`src/rtl/m_cache_refill_pkg.sv`:
```
// Shared definitions for the cache line-fill engine: address geometry and refill FSM states.
package m_cache_refill_pkg;

    localparam int unsigned ADDR_WIDTH      = 32;
    localparam int unsigned LINE_OFS_WIDTH  = 4;
    localparam int unsigned LINE_WORDS      = 4;
    localparam int unsigned WORD_WIDTH      = 32;
    localparam int unsigned LINE_WIDTH      = LINE_WORDS * WORD_WIDTH;
    localparam int unsigned LINE_ADDR_WIDTH = ADDR_WIDTH - LINE_OFS_WIDTH;

    typedef enum logic [2:0] {
        RF_IDLE,
        RF_FETCH,
        RF_WAIT,
        RF_INSTALL,
        RF_DONE
    } rf_state_e;

endpackage

```
`src/rtl/m_cache_refill.sv`:
```
// Line-fill engine: fetches a 4-word line with single-word reads and installs it into the cache.
// Optional critical-word-first ordering and early restart are enabled by defining CACHE_REFILL_CWF_EN.
module m_cache_refill
    import m_cache_refill_pkg::*;
#(
    parameter int unsigned MAX_OUTSTANDING = 2
) (
    input  logic                    i_clk,
    input  logic                    i_rst_n,
    input  logic                    i_miss,
    input  logic [ADDR_WIDTH-1:0]   i_miss_addr,
    output logic                    o_busy,
    output logic                    o_done,
    output logic                    o_mem_req,
    output logic [ADDR_WIDTH-1:0]   o_mem_addr,
    input  logic                    i_mem_ack,
    input  logic                    i_mem_rvalid,
    input  logic [WORD_WIDTH-1:0]   i_mem_rdata,
    output logic                    o_bwe,
    output logic [ADDR_WIDTH-1:0]   o_waddr,
    output logic [LINE_WIDTH-1:0]   o_bdata,
    output logic                    o_cw_valid,
    output logic [WORD_WIDTH-1:0]   o_cw_data
);

    localparam logic [1:0] MAX_OUT    = 2'(MAX_OUTSTANDING);
    localparam logic [2:0] BEATS      = 3'(LINE_WORDS);
    localparam logic [1:0] LAST_BEAT  = 2'(LINE_WORDS - 1);

    rf_state_e                  state_q, state_d;
    logic [LINE_ADDR_WIDTH-1:0] line_q, line_d;
    logic [2:0]                 issued_q, issued_d;
    logic [1:0]                 outstanding_q, outstanding_d;
    logic [1:0]                 rcvd_q, rcvd_d;
    logic [LINE_WIDTH-1:0]      bdata_q, bdata_d;

    logic       mem_req;
    logic       issue;
    logic       accept;
    logic [1:0] beat_base;
    logic [1:0] issue_beat;
    logic [1:0] resp_beat;

`ifdef CACHE_REFILL_CWF_EN
    logic [1:0] widx_q, widx_d;
    logic [1:0] addr_lsb_unused;

    assign addr_lsb_unused = i_miss_addr[1:0];
    assign beat_base       = widx_q;
`else
    logic [3:0] addr_lsb_unused;

    assign addr_lsb_unused = i_miss_addr[3:0];
    assign beat_base       = '0;
`endif

    assign issue_beat = beat_base + issued_q[1:0];
    assign resp_beat  = beat_base + rcvd_q;

    assign mem_req = (state_q == RF_FETCH) && (issued_q < BEATS) && (outstanding_q < MAX_OUT);
    assign issue   = mem_req && i_mem_ack;
    // A response with nothing outstanding is out of protocol and is dropped; this also
    // makes a 4th response while still fetching unreachable.
    assign accept  = ((state_q == RF_FETCH) || (state_q == RF_WAIT)) && i_mem_rvalid
                     && (outstanding_q != '0);

    always_comb begin
        state_d       = state_q;
        line_d        = line_q;
        issued_d      = issued_q;
        outstanding_d = outstanding_q;
        rcvd_d        = rcvd_q;
        bdata_d       = bdata_q;
`ifdef CACHE_REFILL_CWF_EN
        widx_d        = widx_q;
`endif

        unique case (state_q)
            RF_IDLE: begin
                if (i_miss) begin
                    line_d        = i_miss_addr[ADDR_WIDTH-1:LINE_OFS_WIDTH];
                    issued_d      = '0;
                    outstanding_d = '0;
                    rcvd_d        = '0;
`ifdef CACHE_REFILL_CWF_EN
                    widx_d        = i_miss_addr[3:2];
`endif
                    state_d       = RF_FETCH;
                end
            end
            RF_FETCH: begin
                if (issue && (issued_q[1:0] == LAST_BEAT)) begin
                    state_d = RF_WAIT;
                end
            end
            RF_WAIT: begin
                if (accept && (rcvd_q == LAST_BEAT)) begin
                    state_d = RF_INSTALL;
                end
            end
            RF_INSTALL: state_d = RF_DONE;
            RF_DONE:    state_d = RF_IDLE;
            default:    state_d = RF_IDLE;
        endcase

        if (issue) begin
            issued_d = issued_q + 3'd1;
        end

        unique case ({issue, accept})
            2'b10:   outstanding_d = outstanding_q + 2'd1;
            2'b01:   outstanding_d = outstanding_q - 2'd1;
            default: outstanding_d = outstanding_q;
        endcase

        if (accept) begin
            bdata_d[{resp_beat, 5'd0} +: WORD_WIDTH] = i_mem_rdata;
            rcvd_d = rcvd_q + 2'd1;
        end
    end

    always_ff @(posedge i_clk or negedge i_rst_n) begin
        if (!i_rst_n) begin
            state_q       <= RF_IDLE;
            line_q        <= '0;
            issued_q      <= '0;
            outstanding_q <= '0;
            rcvd_q        <= '0;
            bdata_q       <= '0;
`ifdef CACHE_REFILL_CWF_EN
            widx_q        <= '0;
`endif
        end else begin
            state_q       <= state_d;
            line_q        <= line_d;
            issued_q      <= issued_d;
            outstanding_q <= outstanding_d;
            rcvd_q        <= rcvd_d;
            bdata_q       <= bdata_d;
`ifdef CACHE_REFILL_CWF_EN
            widx_q        <= widx_d;
`endif
        end
    end

    assign o_busy     = (state_q != RF_IDLE);
    assign o_done     = (state_q == RF_DONE);
    assign o_bwe      = (state_q == RF_INSTALL);
    assign o_mem_req  = mem_req;
    assign o_mem_addr = {line_q, issue_beat, 2'b00};
    assign o_waddr    = {line_q, {LINE_OFS_WIDTH{1'b0}}};
    assign o_bdata    = bdata_q;

`ifdef CACHE_REFILL_CWF_EN
    // The first accepted response is always the critical word; forward it combinationally.
    assign o_cw_valid = accept && (rcvd_q == '0);
    assign o_cw_data  = (accept && (rcvd_q == '0)) ? i_mem_rdata : '0;
`else
    assign o_cw_valid = 1'b0;
    assign o_cw_data  = '0;
`endif

endmodule
```
`config.mk`:
```
export PLATFORM = sky130hd
export DESIGN_NAME = m_cache_refill
export DESIGN_NICKNAME = d
export VERILOG_FILES = /design/src/rtl/m_cache_refill_pkg.sv /design/src/rtl/m_cache_refill.sv
export SDC_FILE = /design/constraint.sdc
export NUM_CORES = 1
export LEC_CHECK = 0
export CAP_MARGIN = 15
export CORE_MARGIN = 3
export CORE_UTILIZATION = 34
export DETAILED_ROUTE_END_ITERATION = 8
export DONT_BUFFER_PORTS = 1
export PLACE_DENSITY = 0.59
export SYNTH_ARGS = -nofsm -noshare
export SYNTH_HDL_FRONTEND = slang
export SYNTH_SLANG_ARGS = --single-unit
```
`constraint.sdc`:
```
create_clock -name i_clk -period 2.87 [get_ports i_clk]
set_clock_uncertainty 0.2 [all_clocks]
set_input_delay 0.574 -clock i_clk [delete_from_list [all_inputs] [get_ports i_clk]]
set_output_delay 0.574 -clock i_clk [all_outputs]
set_load 0.02 [all_outputs]
```
## After elaboration in Yosys (flattened, before gate mapping)

Index checks and enable logic that the tools add are counted.

| storage, ports and cells | value |
|---|---|
| flip-flop bits (word level) | 166 |
| input port bits | 69 |
| output and inout port bits | 229 |
| logic and storage cells | 58 |

| cells by class | value |
|---|---|
| add/sub/neg operators | 5 |
| order comparisons | 2 |
| equal/unequal tests | 11 |
| shifts and indexed selects | 2 |
| muxes and demuxes | 12 |
| reductions and logical operators | 20 |

Operators with widths:

| cell | count |
|---|---|
| 128-bit bitwise mux | 1 |
| 32-bit by 9-bit variable shift with 128-bit output (first input constant) | 1 |
| 32-bit by 9-bit variable part select with 128-bit output | 1 |
| 3-bit 2-to-1 mux | 6 |
| 3-bit one-hot mux with 4 select lines | 1 |
| 2-bit nonzero test | 6 |
| 7-bit negation with 9-bit output | 1 |
| 1-bit logical AND | 7 |
| 2-bit == test (second input constant) | 3 |
| 3-bit by 2-bit == test with 1-bit output (second input constant) | 2 |
| 2-bit 2-to-1 mux | 3 |
| 2-bit AND reduction | 3 |
| 2-bit by 1-bit adder with 2-bit output (second input constant) | 2 |
| 2-bit by 1-bit != test with 1-bit output (second input constant) | 2 |
| 2-bit one-hot mux with 2 select lines | 1 |
| 3-bit by 1-bit adder with 3-bit output (second input constant) | 1 |
| 3-bit by 1-bit == test with 1-bit output (second input constant) | 1 |
| 3-bit == test (second input constant) | 1 |
| 3-bit zero test | 1 |
| 3-bit less-than comparator (second input constant) | 1 |
| 3-bit AND reduction | 1 |
| 3-bit nonzero test | 1 |
| 2-bit by 1-bit == test with 1-bit output (second input constant) | 1 |
| 2-bit less-than comparator (second input constant) | 1 |
| 3 further kinds | 3 |

## Logic depth before layout (Yosys ltp)

| logic depth | value |
|---|---|
| word-level depth | 7 |
| mapped depth | 8 |
| depth with buffers taken out | 6 |

## Least setup slack after synthesis

OpenSTA, ideal clock, no wires.

| timing | value |
|---|---|
| path type | reg-to-reg |
| start point | register rcvd_q[0] |
| end point | register bdata_q[10], in the netlist o_bdata[10] |
| library setup time | 0.079 ns |
| arrival | 1.719 ns |
| data required time | 2.591 ns |
| path slack | 0.872 ns |
| stages on the path, launching flop included | 7 |
| path buffers | 1 |
| period minus slack after synthesis | 1.998 ns |
| cell sequence | dfrtp_1 > inv_1 > ha_1 > nor3b_1 > clkbuf_1 > nand2_1 > mux2i_1 |

| on the way | value |
|---|---|
| word-level cells in the longest chain between the ends | 3 |
| elaborated cells between the ends (all ways) | 4 |
| those cells by class | add/sub: 1; shift: 2; mux: 1 |

RTL lines:

| what | RTL line | source |
|---|---|---|
| start: declaration | m_cache_refill.sv:34 | `logic [1:0] rcvd_q, rcvd_d;` |
| start signal: assignment | m_cache_refill.sv:138 | `rcvd_q <= rcvd_d;` |
| 7-bit negation with 9-bit output (*) | m_cache_refill.sv:117 | `bdata_d[{resp_beat, 5'd0} +: WORD_WIDTH] = i_mem_rdata;` |
| 32-bit by 9-bit variable part select with 128-bit output / 32-bit by 9-bit variable shift with 128-bit output (equally long branches) | m_cache_refill.sv:117 |  |
| 128-bit bitwise mux (*) | m_cache_refill.sv:117 |  |
| end signal: assignment | m_cache_refill.sv:139 | `bdata_q <= bdata_d;` |
| end: declaration | m_cache_refill.sv:35 | `logic [LINE_WIDTH-1:0] bdata_q, bdata_d;` |

Every way passes the cells marked *; elsewhere a longest branch is shown, timed or not.
A chain may end at the register's enable or synchronous reset.

## Worst setup path in the final report

| timing | value |
|---|---|
| start point | register state_q[0] |
| end point | output o_mem_req |

| on the way | value |
|---|---|
| word-level cells in the longest chain between the ends | 3 |

RTL lines:

| what | RTL line | source |
|---|---|---|
| start: declaration | m_cache_refill.sv:30 | `rf_state_e state_q, state_d;` |
| start signal: assignment | m_cache_refill.sv:134 | `state_q <= state_d;` |
| 3-bit by 1-bit == test with 1-bit output | m_cache_refill.sv:60 | `assign mem_req = (state_q == RF_FETCH) && (issued_q < BEATS) && (outstanding_q < MAX_OUT);` |
| 1-bit logical AND (2 in series) | m_cache_refill.sv:60 |  |
| end: declaration | m_cache_refill.sv:14 | `output logic o_mem_req,` |

No other way between the ends.

==> impl_metrics.json <==
{
  "cts-root-buf": "clkbuf_16",
  "drt_iter0_drc": 211,
  "synthToLayoutAreaGrowth_pct": 6.689,
  "core-area_um2": 22850,
  "synthTopCellsByArea": "dfrtp_1 52%, mux2i_1 16%, buf_4 7.1%",
  "crit_buf_inv": 0,
  "cts_tree": "built",
  "gp_congestion": 0.7222,
  "grt_usage_pct": 14.45,
  "hold_viol_final": 166,
  "clock_latency_ns": 0.41,
  "clock_sinks": 166,
  "slew_violations": 0,
  "first_pass_iters": 4,
  "vias_per_cell": 4.316,
  "synth_cells": 734,
  "met3WireLength_mm": 1.625,
  "maxUsedRoutingLayer": "met4",
  "fin_hold_ws_ns": -0.3509,
  "wirelength_mm": 18.40,
  "cts_made_buffers": 17,
  "switching_share_pct": 45.04,
  "synth_area_um2": 7969,
  "antenna_found_initial": 0,
  "clkPwrFrac_pct": 22.4,
  "ant_nets": 0,
  "dieArea_um2": 25310,
  "dr_wl_met2_mm": 8.607,
  "critPathTopFamily": "simple AND/OR/NAND/NOR gates",
  "synth_edf_count": 0,
  "avgRoutedWirePerCell_um": 17.86,
  "rows": 55,
  "critPathRequiredTime_ns": 2.10,
  "synthArstFlopShare_pct": 100.0,
  "ys_ff_latch": 166,
  "synth_ff_type": "dfrtp_1",
  "p_seq_share_pct": 52.0,
  "critPathCaptureType": "output port",
  "ys_types": 34,
  "syn_area_per_cell_um2": 10.86,
  "startpoint_type": "flip-flop",
  "io_buffers": 0,
  "path_cells": "nor3b_2 > and3_1",
  "yosysTopAreaCell": "dfrtp_1",
  "grt_pass1_wl_mm": 28.88,
  "finalSetupViolCount": 0,
  "clockBufferDepth": 2,
  "dr_total_vias": 4445,
  "clkTransAtPathRegs_ns": 0.07,
  "comb_power_share_pct": 25.5,
  "max-vdd-ir-drop_mv": 0.6046,
  "h-tree-depth": 4,
  "finalNetCount": 780,
  "wl_met1_mm": 8.031,
  "post_route_cells_drive_above_1_share_pct": 12.55,
  "synthesis.yosys.warnings": 0,
  "worst-r2r-cell-count": 4,
  "outcome": "finished, violations left",
  "start_util_pct": 34.88,
  "fmax_ghz": 0.4012,
  "synthTopCellsByCount": "166 x dfrtp_1, 132 x inv_1, 129 x mux2i_1",
  "grt_pass1_vias": 4682,
  "fin_tns_setup_ns": 0,
  "dp_cells": 998,
  "p_total_mw": 10.02,
  "hold_path.class": "primary input to async pin",
  "p_sw_mw": 4.512,
  "synth.top_cell.area_share_pct": 52.13,
  "ios": 298,
  "cap_violations": 0,
  "stdcell_count": 1030,
  "finalCriticalPeriod_ns": 2.492,
  "crit_type": "flip-flop to output port",
  "post-cts-setup-buffers": 0,
  "cts_resized": 0,
  "die_x_um": 159.1,
  "drcViolationCount": 0,
  "violations": "hold timing",
  "rsz0062_at_grt": "false",
  "powerDensity_nw_per_um2": 1178,
  "period_share_pct": 86.84,
  "cp_slowest_stage_delay_ns": 0.61,
  "place_hpwl_mm": 12.15,
  "cp_data_arrival_time_ns": 1.72,
  "diodes": 0,
  "slowest_stage": "dfrtp_1",
  "power.leakage_nw": 4.287,
  "cp_num_cells": 2,
  "die_h_um": 159.1,
  "path_max_fanout": 9,
  "p_int_mw": 5.506,
  "grt_max_degree": 167,
  "overflow": 0,
  "yosysSeqAreaShare_pct": 52.13,
  "synth.most_common_cell": "dfrtp_1"
}
[power groups by stage]
stage / Clock [mW] / Combinational [mW] / Sequential [mW]
detailed placement: 0 / 2.63 / 5.28
global route: 2.44 / 2.88 / 5.34
floorplan: 0 / 2.73 / 4.68
CTS: 2.31 / 2.63 / 5.25
global placement: 0 / 2.54 / 5.27
finish: 2.25 / 2.56 / 5.21
[flip-flops by register name (all words and copies together), names as in the netlist]
name,count
state_q,3
outstanding_q,2
line_q,28
o_bdata,128
rcvd_q,2
issued_q,3
[cells by family (layout without fill, tap and decap cells)]
| family | after synthesis | count (layout) | share of synthesized area, % |
|---|---|---|---|
| other | 1 | 39 | 0.04706 |
| multiplexers | 159 | 159 | 20.44 |
| buffers and inverters | 235 | 180 | 15.75 |
| XOR/XNOR | 4 | 4 | 0.6753 |
| AND/OR/NAND/NOR | 157 | 157 | 9.374 |
| flip-flops | 166 | 166 | 52.13 |
| adder cells (fa/ha/maj) | 7 | 7 | 1.099 |
| AO/OA/AOI/OAI | 5 | 5 | 0.4866 |
[worst paths after layout]
| kind | startpoint | end | slack, ns |
|---|---|---|---|
| setup / recovery | state_q[0] | o_mem_req | 0.38 |
| hold / removal | i_rst_n | o_bdata[82] | -0.35 |
| setup reg to reg | state_q[1] | o_bdata[56] | 0.64 |
| hold reg to reg | outstanding_q[0] | outstanding_q[0] | 0.31 |
| max in group asynchronous | i_rst_n | o_bdata[105] | 2.54 |
| min in group i_clk | i_mem_rdata[18] | o_bdata[18] | 0.08 |
[routing by layer]
| layer | vias up | track usage [%] |
|---|---|---|
| met4 | 0 | 3.104 |
| met5 | - | 0 |
| met2 | 178 | 23.15 |
| met3 | 7 | 5.723 |
| li1 | 2098 | - |
| met1 | 2162 | 18.61 |
[cell type report]
class	count	area, um2
fillers	2253	14350
multi-input cells	371	2719
inverters	132	495.5
flip-flops and latches	166	4154
well taps	313	391.6
clock inverters	15	146.4
repair buffers	16	170.2
clock buffers	17	425.4
[stage by stage]
stage	instance area [um2]	util, %	setup WS, ns
floorplan	8112	-	0.8715
global placement	7930	34.71	0.6442
detailed placement	7930	34.71	0.6074
CTS	8502	37.21	0.3286
global route	8502	37.21	0.2278
finish	8502	37.21	0.3777
[layout by cell type, fill, tap and decap left out, types with 2 or more instances in the layout]
cell / synthesis / layout
mux2i_1: 129 / 129
inv_1: 132 / 132
nor3b_2: 1 / 4
clkinv_2: 0 / 2
inv_6: 0 / 3
nand4_1: 2 / 2
buf_12: 4 / 4
nor2_1: 3 / 3
nor2b_1: 3 / 3
buf_4: 75 / 12
dfrtp_1: 166 / 166
mux2_2: 30 / 30
conb_1: 1 / 39
ha_1: 7 / 7
inv_8: 0 / 2
clkinvlp_4: 0 / 3
clkinv_4: 0 / 4
clkbuf_16: 0 / 17
nand2b_1: 2 / 2
nand4_4: 3 / 3
nand2_1: 128 / 128
xnor2_1: 3 / 3
and3b_1: 3 / 2
and3_1: 2 / 2
(Power assumes the default switching activity.)
